--- src/rtl/pipe_pkg.sv ---
// Types and constants shared by the decode/execute pipeline register.
// The payload struct order fixes the bit layout held in the skid slots.
package pipe_pkg;

  localparam int XLEN = 32;
  localparam logic [XLEN-1:0] NOP_INST = 32'h0000_0013;

  typedef enum logic [1:0] {
    EMPTY = 2'd0,
    ONE   = 2'd1,
    TWO   = 2'd2
  } state_e;

  typedef struct packed {
    logic [XLEN-1:0] inst;
    logic [XLEN-1:0] addr;
    logic [XLEN-1:0] op1;
    logic [XLEN-1:0] op2;
    logic [4:0]      rd_addr;
    logic            reg_wen;
  } idex_pld_t;

  localparam int PLD_W = $bits(idex_pld_t);

  function automatic idex_pld_t nop_pld();
    idex_pld_t p;
    p         = '0;
    p.inst    = NOP_INST;
    return p;
  endfunction

endpackage

--- src/rtl/id_ex_if.sv ---
// Signal bundle between decode/ctrl and execute around the id_ex register.
// slave is the register's view; master is the surrounding pipeline's view.
interface id_ex_if;
  import pipe_pkg::*;

  logic [XLEN-1:0] inst_i;
  logic [XLEN-1:0] inst_addr_i;
  logic [XLEN-1:0] op1_i;
  logic [XLEN-1:0] op2_i;
  logic [4:0]      rd_addr_i;
  logic            reg_wen_i;
  logic            valid_i;
  logic            ready_o;
  logic            flush_i;
  logic            hold_i;

  logic [XLEN-1:0] inst_o;
  logic [XLEN-1:0] inst_addr_o;
  logic [XLEN-1:0] op1_o;
  logic [XLEN-1:0] op2_o;
  logic [4:0]      rd_addr_o;
  logic            reg_wen_o;
  logic            valid_o;
  logic [31:0]     bubble_cnt_o;

  modport slave (
    input  inst_i, inst_addr_i, op1_i, op2_i, rd_addr_i, reg_wen_i,
    input  valid_i, flush_i, hold_i,
    output ready_o,
    output inst_o, inst_addr_o, op1_o, op2_o, rd_addr_o, reg_wen_o,
    output valid_o, bubble_cnt_o
  );

  modport master (
    output inst_i, inst_addr_i, op1_i, op2_i, rd_addr_i, reg_wen_i,
    output valid_i, flush_i, hold_i,
    input  ready_o,
    input  inst_o, inst_addr_o, op1_o, op2_o, rd_addr_o, reg_wen_o,
    input  valid_o, bubble_cnt_o
  );

endinterface

--- src/rtl/skid_buf.sv ---
// Two-entry skid buffer: main drives the output, skid absorbs one extra push
// so in_ready depends only on the state register.
module skid_buf
  import pipe_pkg::*;
#(
  parameter int WIDTH = PLD_W
) (
  input  logic             clk,
  input  logic             rst,
  input  logic             flush,
  input  logic             in_valid,
  output logic             in_ready,
  input  logic [WIDTH-1:0] in_data,
  output logic             out_valid,
  input  logic             out_pop,
  output logic [WIDTH-1:0] out_data
);

  state_e           state_q, state_d;
  logic [WIDTH-1:0] main_q, main_d;
  logic [WIDTH-1:0] skid_q, skid_d;
  logic             push, pop;

  assign in_ready  = (state_q != TWO);
  assign out_valid = (state_q != EMPTY);
  assign out_data  = main_q;
  assign push      = in_valid & in_ready;
  assign pop       = out_valid & out_pop;

  always_comb begin
    state_d = state_q;
    main_d  = main_q;
    skid_d  = skid_q;
    if (flush) begin
      state_d = EMPTY;
    end else begin
      case (state_q)
        EMPTY: begin
          if (push) begin
            state_d = ONE;
            main_d  = in_data;
          end
        end
        ONE: begin
          if (push && !pop) begin
            state_d = TWO;
            skid_d  = in_data;
          end else if (pop && !push) begin
            state_d = EMPTY;
          end else if (push && pop) begin
            main_d  = in_data;
          end
        end
        TWO: begin
          // in_ready is low here, so only a drain into main can happen
          if (pop) begin
            state_d = ONE;
            main_d  = skid_q;
          end
        end
        default: state_d = EMPTY;
      endcase
    end
  end

  always_ff @(posedge clk) begin
    if (rst) begin
      state_q <= EMPTY;
      main_q  <= '0;
      skid_q  <= '0;
    end else begin
      state_q <= state_d;
      main_q  <= main_d;
      skid_q  <= skid_d;
    end
  end

endmodule

--- src/rtl/id_ex.sv ---
// Decode-to-execute pipeline register: skid buffer plus NOP substitution
// when empty and a saturating bubble-cycle counter.
module id_ex
  import pipe_pkg::*;
(
  input logic  clk,
  input logic  rst,
  id_ex_if.slave bus
);

  idex_pld_t   in_pld, main_pld, out_pld;
  logic        main_valid;
  logic [31:0] bubble_cnt_q, bubble_cnt_d;

  assign in_pld = '{bus.inst_i, bus.inst_addr_i, bus.op1_i, bus.op2_i,
                    bus.rd_addr_i, bus.reg_wen_i};

  skid_buf #(.WIDTH(PLD_W)) u_skid_buf (
    .clk       (clk),
    .rst       (rst),
    .flush     (bus.flush_i),
    .in_valid  (bus.valid_i),
    .in_ready  (bus.ready_o),
    .in_data   (in_pld),
    .out_valid (main_valid),
    .out_pop   (~bus.hold_i),
    .out_data  (main_pld)
  );

  // Stale slot contents must never leak to execute while empty
  always_comb begin
    out_pld = main_valid ? main_pld : nop_pld();
    bubble_cnt_d = bubble_cnt_q;
    if (!main_valid && (bubble_cnt_q != 32'hFFFF_FFFF)) begin
      bubble_cnt_d = bubble_cnt_q + 32'd1;
    end
  end

  always_ff @(posedge clk) begin
    if (rst) begin
      bubble_cnt_q <= '0;
    end else begin
      bubble_cnt_q <= bubble_cnt_d;
    end
  end

  assign bus.inst_o       = out_pld.inst;
  assign bus.inst_addr_o  = out_pld.addr;
  assign bus.op1_o        = out_pld.op1;
  assign bus.op2_o        = out_pld.op2;
  assign bus.rd_addr_o    = out_pld.rd_addr;
  assign bus.reg_wen_o    = out_pld.reg_wen;
  assign bus.valid_o      = main_valid;
  assign bus.bubble_cnt_o = bubble_cnt_q;

endmodule

--- src/flat_wrapper.sv ---
// flat-port wrapper written by rule: the top's interface ports become plain ports
module id_ex_flat import pipe_pkg::*;
  (clk, rst, bus_inst_i, bus_inst_addr_i, bus_op1_i, bus_op2_i, bus_rd_addr_i, bus_reg_wen_i, bus_valid_i, bus_flush_i, bus_hold_i, bus_ready_o, bus_inst_o, bus_inst_addr_o, bus_op1_o, bus_op2_o, bus_rd_addr_o, bus_reg_wen_o, bus_valid_o, bus_bubble_cnt_o);
  id_ex_if bus_i ();
  input logic clk;
  input logic rst;
  input wire logic [$bits(bus_i.inst_i)-1:0] bus_inst_i;
  input wire logic [$bits(bus_i.inst_addr_i)-1:0] bus_inst_addr_i;
  input wire logic [$bits(bus_i.op1_i)-1:0] bus_op1_i;
  input wire logic [$bits(bus_i.op2_i)-1:0] bus_op2_i;
  input wire logic [$bits(bus_i.rd_addr_i)-1:0] bus_rd_addr_i;
  input wire logic [$bits(bus_i.reg_wen_i)-1:0] bus_reg_wen_i;
  input wire logic [$bits(bus_i.valid_i)-1:0] bus_valid_i;
  input wire logic [$bits(bus_i.flush_i)-1:0] bus_flush_i;
  input wire logic [$bits(bus_i.hold_i)-1:0] bus_hold_i;
  output wire logic [$bits(bus_i.ready_o)-1:0] bus_ready_o;
  output wire logic [$bits(bus_i.inst_o)-1:0] bus_inst_o;
  output wire logic [$bits(bus_i.inst_addr_o)-1:0] bus_inst_addr_o;
  output wire logic [$bits(bus_i.op1_o)-1:0] bus_op1_o;
  output wire logic [$bits(bus_i.op2_o)-1:0] bus_op2_o;
  output wire logic [$bits(bus_i.rd_addr_o)-1:0] bus_rd_addr_o;
  output wire logic [$bits(bus_i.reg_wen_o)-1:0] bus_reg_wen_o;
  output wire logic [$bits(bus_i.valid_o)-1:0] bus_valid_o;
  output wire logic [$bits(bus_i.bubble_cnt_o)-1:0] bus_bubble_cnt_o;
  assign bus_i.inst_i = bus_inst_i;
  assign bus_i.inst_addr_i = bus_inst_addr_i;
  assign bus_i.op1_i = bus_op1_i;
  assign bus_i.op2_i = bus_op2_i;
  assign bus_i.rd_addr_i = bus_rd_addr_i;
  assign bus_i.reg_wen_i = bus_reg_wen_i;
  assign bus_i.valid_i = bus_valid_i;
  assign bus_i.flush_i = bus_flush_i;
  assign bus_i.hold_i = bus_hold_i;
  assign bus_ready_o = bus_i.ready_o;
  assign bus_inst_o = bus_i.inst_o;
  assign bus_inst_addr_o = bus_i.inst_addr_o;
  assign bus_op1_o = bus_i.op1_o;
  assign bus_op2_o = bus_i.op2_o;
  assign bus_rd_addr_o = bus_i.rd_addr_o;
  assign bus_reg_wen_o = bus_i.reg_wen_o;
  assign bus_valid_o = bus_i.valid_o;
  assign bus_bubble_cnt_o = bus_i.bubble_cnt_o;
  id_ex u_core (.clk(clk), .rst(rst), .bus(bus_i));
endmodule
--- config.mk ---
export PLATFORM = sky130hd
export DESIGN_NAME = id_ex_flat
export DESIGN_NICKNAME = d
export VERILOG_FILES = /design/src/rtl/pipe_pkg.sv /design/src/rtl/id_ex_if.sv /design/src/rtl/skid_buf.sv /design/src/rtl/id_ex.sv /design/src/flat_wrapper.sv
export SDC_FILE = /design/constraint.sdc
export NUM_CORES = 1
export LEC_CHECK = 0
export CAP_MARGIN = 20
export CORE_ASPECT_RATIO = 1.5
export CORE_MARGIN = 2
export CORE_UTILIZATION = 35
export DETAILED_ROUTE_END_ITERATION = 12
export SKIP_CTS_REPAIR_TIMING = 1
export SLEW_MARGIN = 20
export SYNTH_ARGS = -nofsm -noshare
export SYNTH_HDL_FRONTEND = slang
export SYNTH_SLANG_ARGS = --single-unit
--- constraint.sdc ---
create_clock -name clk -period 7.3 [get_ports clk]
set_input_delay 2.19 -clock clk [delete_from_list [all_inputs] [get_ports clk]]
set_output_delay 2.19 -clock clk [all_outputs]
set_load 0.02 [all_outputs]
==> flow_metrics.py, run 1 <==
metrics = {
    "synthesis": {
        "synth_ff_type": "dfxtp_1",
        "async_flop_share": 0,
        "synth_edf_count": 0,
        "synthMostInstantiatedCell": "dfxtp_1",
        "seq_area_frac_synth": 0.460,
        "syn_area_per_cell_um2": 8.45,
        "synthesis.area_um2": 13100,
        "synth_area_leader_cell": "dfxtp_1",
        "synth_common_cells": "dfxtp_1 (302), nand2_1 (286), a21oi_1 (156)",
        "synth_largest_type_area_fraction": 0.460,
        "syn_inst": 1554,
        "ys_seq_elements": 302,
        "synth_cell_types": 49,
        "synthTopCellsByArea": "dfxtp_1 (46%), mux2i_1 (10%), nand2_1 (8.2%), a211oi_1 (7.7%), and2_1 (6.2%)",
        "syn-num-nets": 1697,
        "ys_warn_count": 0,
    },
    "setup_path": {
        "critPathKind": "reg2out",
        "r2r-end": "u_core.u_skid_buf.out_data[54]",
        "cp_slowest_cell": "clkdlybuf4s50_1",
        "required_ns": 5.11,
        "path_max_fanout": 55,
        "critPathMaxStageDelay_ns": 0.64,
        "r2r_cells": 10,
        "cp_cell_sequence": "nor2_1, clkinv_2, buf_4, and2_1, clkdlybuf4s50_1",
        "rrSetupSlack_ns": 3.85,
        "startpoint_type": "flop",
        "worst_setup_path_end_kind": "output pin",
        "arrival_ns": 3.15,
        "reg2reg_from": "u_core.u_skid_buf.state_q[1]",
    },
    "final_layout": {
        "syn2layout_area_growth_pct": 32.9,
        "fillCellCount": 3566,
        "drive_above_1_share": 0.0433,
        "finalNetCount": 1921,
    },
    "global_routing": {
        "grt_overflow": 0,
        "grt_max_degree": 175,
        "antenna_found_initial": 5,
        "track_usage": 0.189,
        "grt_pass1_wl_mm": 59.7,
        "grt_pass1_vias": 10800,
    },
    "sta": {
        "period_share": 0.731,
        "tightest_slew_ns": 1.07,
        "fin_skew_ns": 0.0232,
        "fmax_mhz": 187,
        "maxSlewViolCount": 0,
        "rsz0062_at_grt": "no",
        "setup_viol": 0,
        "fin_setup_tns_ns": 0,
        "finalHoldViolations": 0,
        "slew_headroom": 0.289,
        "fin_crit_ns": 5.34,
    },
    "clocking": {
        "clock_path_buffers": 3,
        "cts_tree": "done",
        "root_buffer": "clkbuf_16",
        "cts.clk_slew.worst_paths_ns": 0.06,
        "cts_buffers": 30,
        "cts.sinks": 302,
        "insertion_delay_ns": 0.56,
        "htree_levels": 1,
    },
    "run": {
        "drv_cap": 0,
    },
    "placement": {
        "hpwl_mm": 24.7,
        "io_buffers": 306,
        "gp_congestion": 0.828,
    },
    "routing": {
        "drt_iter0_markers": 686,
        "drt-wirelength-per-cell_um": 16.6,
        "drcViolationCount": 0,
        "via_per_inst": 4.97,
        "num_vias": 11400,
        "ant_nets": 0,
        "drt-pass1-iter-count": 5,
        "drt-total-wl_mm": 38.1,
    },
    "hold_path": {
        "hold_depth": 2,
        "hp-start": "u_core.u_skid_buf.skid_q[128]",
        "min_path_type": "reg2reg",
        "hold_path_end": "u_core.u_skid_buf.skid_q[128]",
    },
    "floorplan": {
        "floorplan.initialDensity": 0.356,
        "io_pins": 307,
        "core-area_um2": 36900,
        "fp.dieH_um": 241,
        "rows": 86,
        "die_area_um2": 39100,
        "die_w_um": 162,
    },
    "power": {
        "power_density_nw_per_um2": 210,
        "leakage_nw": 6.81,
        "total_power_mw": 3.67,
        "ir_worst_vdd_v": 0.000125,
    },
    "status": {
        "status": "completed",
    },
}
state kept, by name, summed over array words and instances, names as in the netlist:
| name | count |
|---|---|
| u_core.u_skid_buf.out_data | 134 |
| u_core.u_skid_buf.skid_q | 134 |
| u_core.bus.bubble_cnt_o | 32 |
| u_core.u_skid_buf.state_q | 2 |
cell type report:
class / instances / area [µm²] / area share
Multi-Input combinational cell: 1118 / 6550 / 0.375
Sequential cell: 302 / 6050 / 0.346
Timing Repair Buffer: 319 / 3220 / 0.185
Clock buffer: 41 / 843 / 0.0483
Tap cell: 484 / 606 / 0.0347
Clock inverter: 14 / 151 / 0.00867
Inverter: 7 / 27.5 / 0.00158
Antenna cell: 5 / 12.5 / 0.000717
cells by family after synthesis:
family,share of synthesized area
and+or+nand+nor,0.230
adders and majority gates,0.00381
muxes,0.107
buffers and inverters,0.0433
AOI/OAI and AO/OA,0.152
xor gates and xnor gates,0.00333
DFF,0.460
metrics by stage:
step | util | setup slack (ns) | hold WS [ns] | cells | instance area [µm²]
floorplan | - | 3.48 | 0.436 | 1554 | 13100
global placement | 0.445 | 2.35 | 0.441 | 2229 | 16400
detailed placement | 0.445 | 2.30 | 0.446 | 2229 | 16400
CTS | 0.472 | 1.86 | 0.454 | 2284 | 17400
global route | 0.473 | 1.71 | 0.464 | 2290 | 17500
finish | 0.473 | 1.96 | 0.452 | 2290 | 17500
worst max-delay path: cells and delay by family (launching register included):
family                 cells  cell delay (ns)
flip-flops                 1             0.54
buffers and inverters      3             1.57
AND/OR/NAND/NOR            2             0.43
layout by cell type, fill, tap and decap left out, types with 4 or more instances in the layout:
| cell | n |
|---|---|
| clkdlybuf4s50_1 | 305 |
| dfxtp_1 | 302 |
| nand2_1 | 286 |
| a21oi_1 | 156 |
| nor2_1 | 152 |
| mux2i_1 | 136 |
| a211oi_1 | 135 |
| and2_1 | 131 |
| clkbuf_16 | 31 |
| o21ai_0 | 14 |
| nand4_1 | 10 |
| clkinv_2 | 10 |
| or3_1 | 9 |
| buf_4 | 9 |
| nand3_1 | 8 |
| and3_1 | 7 |
| clkbuf_1 | 7 |
| and4_1 | 6 |
| inv_1 | 6 |
| nor3_1 | 6 |
| diode_2 | 5 |
| o31ai_1 | 5 |
| or4_1 | 5 |
| nor2b_1 | 5 |
| nand2b_1 | 5 |
| mux2_2 | 4 |
| xnor2_1 | 4 |
| nand4b_1 | 4 |
| ha_1 | 4 |
where the power goes:
part / internal, mW / switching, mW / total (mW)
clock network: 0.913 / 0.659 / 1.57
registers: 1.71 / 0.0313 / 1.74
logic: 0.169 / 0.182 / 0.351
worst max-delay path by stage:
stage                                 startpoint                             end  depth (start not counted)
global route        u_core.u_skid_buf.state_q[1]                    bus_op2_o[3]                          5
finish              u_core.u_skid_buf.state_q[1]                   bus_op1_o[16]                          5
global placement                      bus_hold_i   u_core.u_skid_buf.out_data[1]                         10
detailed placement                    bus_hold_i  u_core.u_skid_buf.out_data[15]                         10
floorplan                             bus_hold_i   u_core.u_skid_buf.skid_q[130]                         10
CTS                 u_core.u_skid_buf.state_q[1]                    bus_op2_o[3]                          5
per-layer routing:
metal / vias to the layer above / routed length [µm] / share of wire / global-route usage
li1: 5782 / - / - / -
met1: 5297 / 15300 / 0.40 / 0.217
met2: 250 / 19900 / 0.52 / 0.349
met3: 43 / 2050 / 0.054 / 0.0392
met4: 0 / 843 / 0.022 / 0.0603
met5: - / 0 / 0 / 0
Power figures use the tool's default switching activity.
==> inputs of run 2 (changes only) <==
clock period = 4.79 ns   (was 7.3 ns; I/O delays follow)
==> run 2 against run 1 <==
Compared with the run above:
- sequential power is 53% higher
- wire length increased by 2.0%
- sequential cell count unchanged
- global-route usage is 0.22 points higher
- via count increased by 0.22%
- non-clock buffer count rose by 2
- combinational power increased by 54%
- critical path depth unchanged
- register-to-register slack got worse by 2.3 ns
- total power grew 61%
- critical path type unchanged
- largest cell class unchanged
==> flow_metrics.py, run 2 (same netlist as run 1, synthesis figures left out) <==
metrics = {
    "status": {
        "status": "completed",
    },
    "clocking": {
        "cts.sinks": 302,
        "htree_levels": 1,
        "insertion_delay_ns": 0.56,
        "cts_tree": "done",
        "root_buffer": "clkbuf_16",
        "cts.clk_slew.worst_paths_ns": 0.06,
        "cts_buffers": 31,
        "clock_path_buffers": 3,
    },
    "setup_path": {
        "rrSetupSlack_ns": 1.57,
        "path_max_fanout": 135,
        "critPathMaxStageDelay_ns": 0.62,
        "worst_setup_path_end_kind": "output pin",
        "arrival_ns": 2.78,
        "critPathKind": "reg2out",
        "worst-path-stages": 5,
        "startpoint_type": "flop",
        "cp_cell_sequence": "nor2_1, clkinv_2, buf_12, and2_1, clkdlybuf4s50_1",
        "critPathTopFamily": "buffers and inverters",
        "critPathBufInv": 3,
        "required_ns": 3.35,
        "r2r_cells": 10,
        "cp_slowest_cell": "clkdlybuf4s50_1",
    },
    "sta": {
        "slew_headroom": 0.260,
        "fmax_mhz": 237,
        "rsz0062_at_grt": "no",
        "fin_crit_ns": 4.22,
        "maxSlewViolCount": 0,
        "tightest_slew_ns": 1.11,
        "fin_skew_ns": 0.00863,
        "finalHoldViolations": 0,
        "fin_setup_tns_ns": 0,
        "period_share": 0.881,
        "setup_viol": 0,
    },
    "global_routing": {
        "track_usage": 0.191,
        "antenna_found_initial": 6,
        "grt_pass1_wl_mm": 59.9,
        "grt_pass1_vias": 10800,
        "grt_max_degree": 136,
        "grt_overflow": 0,
    },
    "final_layout": {
        "drive_above_1_share": 0.0471,
        "fillCellCount": 3555,
        "finalNetCount": 1924,
        "layout_commonest_cell": "clkdlybuf4s50_1",
        "syn2layout_area_growth_pct": 34.4,
        "final_cell_mix": "clkdlybuf4s50_1 (305), dfxtp_1 (302), nand2_1 (286), a21oi_1 (156), nor2_1 (152)",
    },
    "routing": {
        "num_vias": 11400,
        "drt-total-wl_mm": 38.8,
        "met1_length_mm": 15.4,
        "via_per_inst": 4.97,
        "met2RoutedLength_mm": 20.2,
        "wl_met3_mm": 2.01,
        "drcViolationCount": 0,
        "drt_iter0_markers": 659,
        "drt-pass1-iter-count": 4,
        "ant_nets": 0,
        "drt-wirelength-per-cell_um": 16.9,
        "highest_layer": "met4",
    },
    "power": {
        "power_density_nw_per_um2": 334,
        "leakage_nw": 6.89,
        "total_power_mw": 5.89,
        "ir_worst_vdd_v": 0.000217,
    },
    "floorplan": {
        "floorplan.initialDensity": 0.356,
        "core-area_um2": 36900,
        "io_pins": 307,
        "die_w_um": 162,
        "rows": 86,
        "die_area_um2": 39100,
        "fp.dieH_um": 241,
    },
    "run": {
        "drv_cap": 0,
    },
    "hold_path": {
        "hold_depth": 2,
        "min_path_type": "reg2reg",
    },
    "placement": {
        "hpwl_mm": 24.9,
        "gp_congestion": 0.873,
        "io_buffers": 306,
    },
}
run 2: worst min-delay path, stage by stage (launching register included):
cell	delay (ns)
dfxtp_1	0.31
nand2_1	0.05
a21oi_1	0.05
run 2: cell type report:
type	count	area, µm²	area share
clock inverters	15	260	0.0147
diodes	6	15.0	0.000851
flip-flops and latches	302	6050	0.343
inverters	7	27.5	0.00156
multi-input cells	1118	6550	0.371
clock buffers	40	880	0.0498
repair buffers	321	3270	0.185
well taps	484	606	0.0343
run 2: per-stage QoR:
step / setup WS [ns] / utilization / hold slack (ns) / std cells / instance area (µm²)
after floorplan: 1.72 / - / 0.436 / 1554 / 13100
after global placement: 0.952 / 0.447 / 0.441 / 2232 / 16500
after detailed placement: 0.833 / 0.447 / 0.446 / 2232 / 16500
after CTS: 0.567 / 0.478 / 0.454 / 2287 / 17600
after global routing: 0.402 / 0.478 / 0.463 / 2293 / 17600
final: 0.570 / 0.478 / 0.451 / 2293 / 17600
run 2: metal layers:
| layer | global-route usage | vias up |
|---|---|---|
| li1 | - | 5779 |
| met1 | 0.216 | 5317 |
| met2 | 0.347 | 244 |
| met3 | 0.0411 | 57 |
| met4 | 0.0796 | 0 |
| met5 | 0 | - |
run 2: final timing paths:
| path | startpoint | end |
|---|---|---|
| worst min-delay path | u_core.u_skid_buf.skid_q[127] | u_core.u_skid_buf.skid_q[127] |
| worst min register to register | u_core.u_skid_buf.skid_q[127] | u_core.u_skid_buf.skid_q[127] |
| worst max register to register | u_core.u_skid_buf.state_q[1] | u_core.u_skid_buf.out_data[112] |
| worst max-delay path | u_core.u_skid_buf.state_q[1] | bus_op1_o[24] |
run 2: power by group:
group	leakage, nW	switching, mW	total [mW]	internal [mW]
combinational	3.88	0.278	0.539	0.261
clock	0.550	1.03	2.69	1.66
sequential	2.46	0.0518	2.66	2.61
total	6.89	1.36	5.89	4.53
==> inputs of run 3 (changes only) <==
SKIP_LAST_GASP = 1   (was not set)
==> results of run 3 <==
No change in the layout: final DEF, timing and power equal those of run 2.
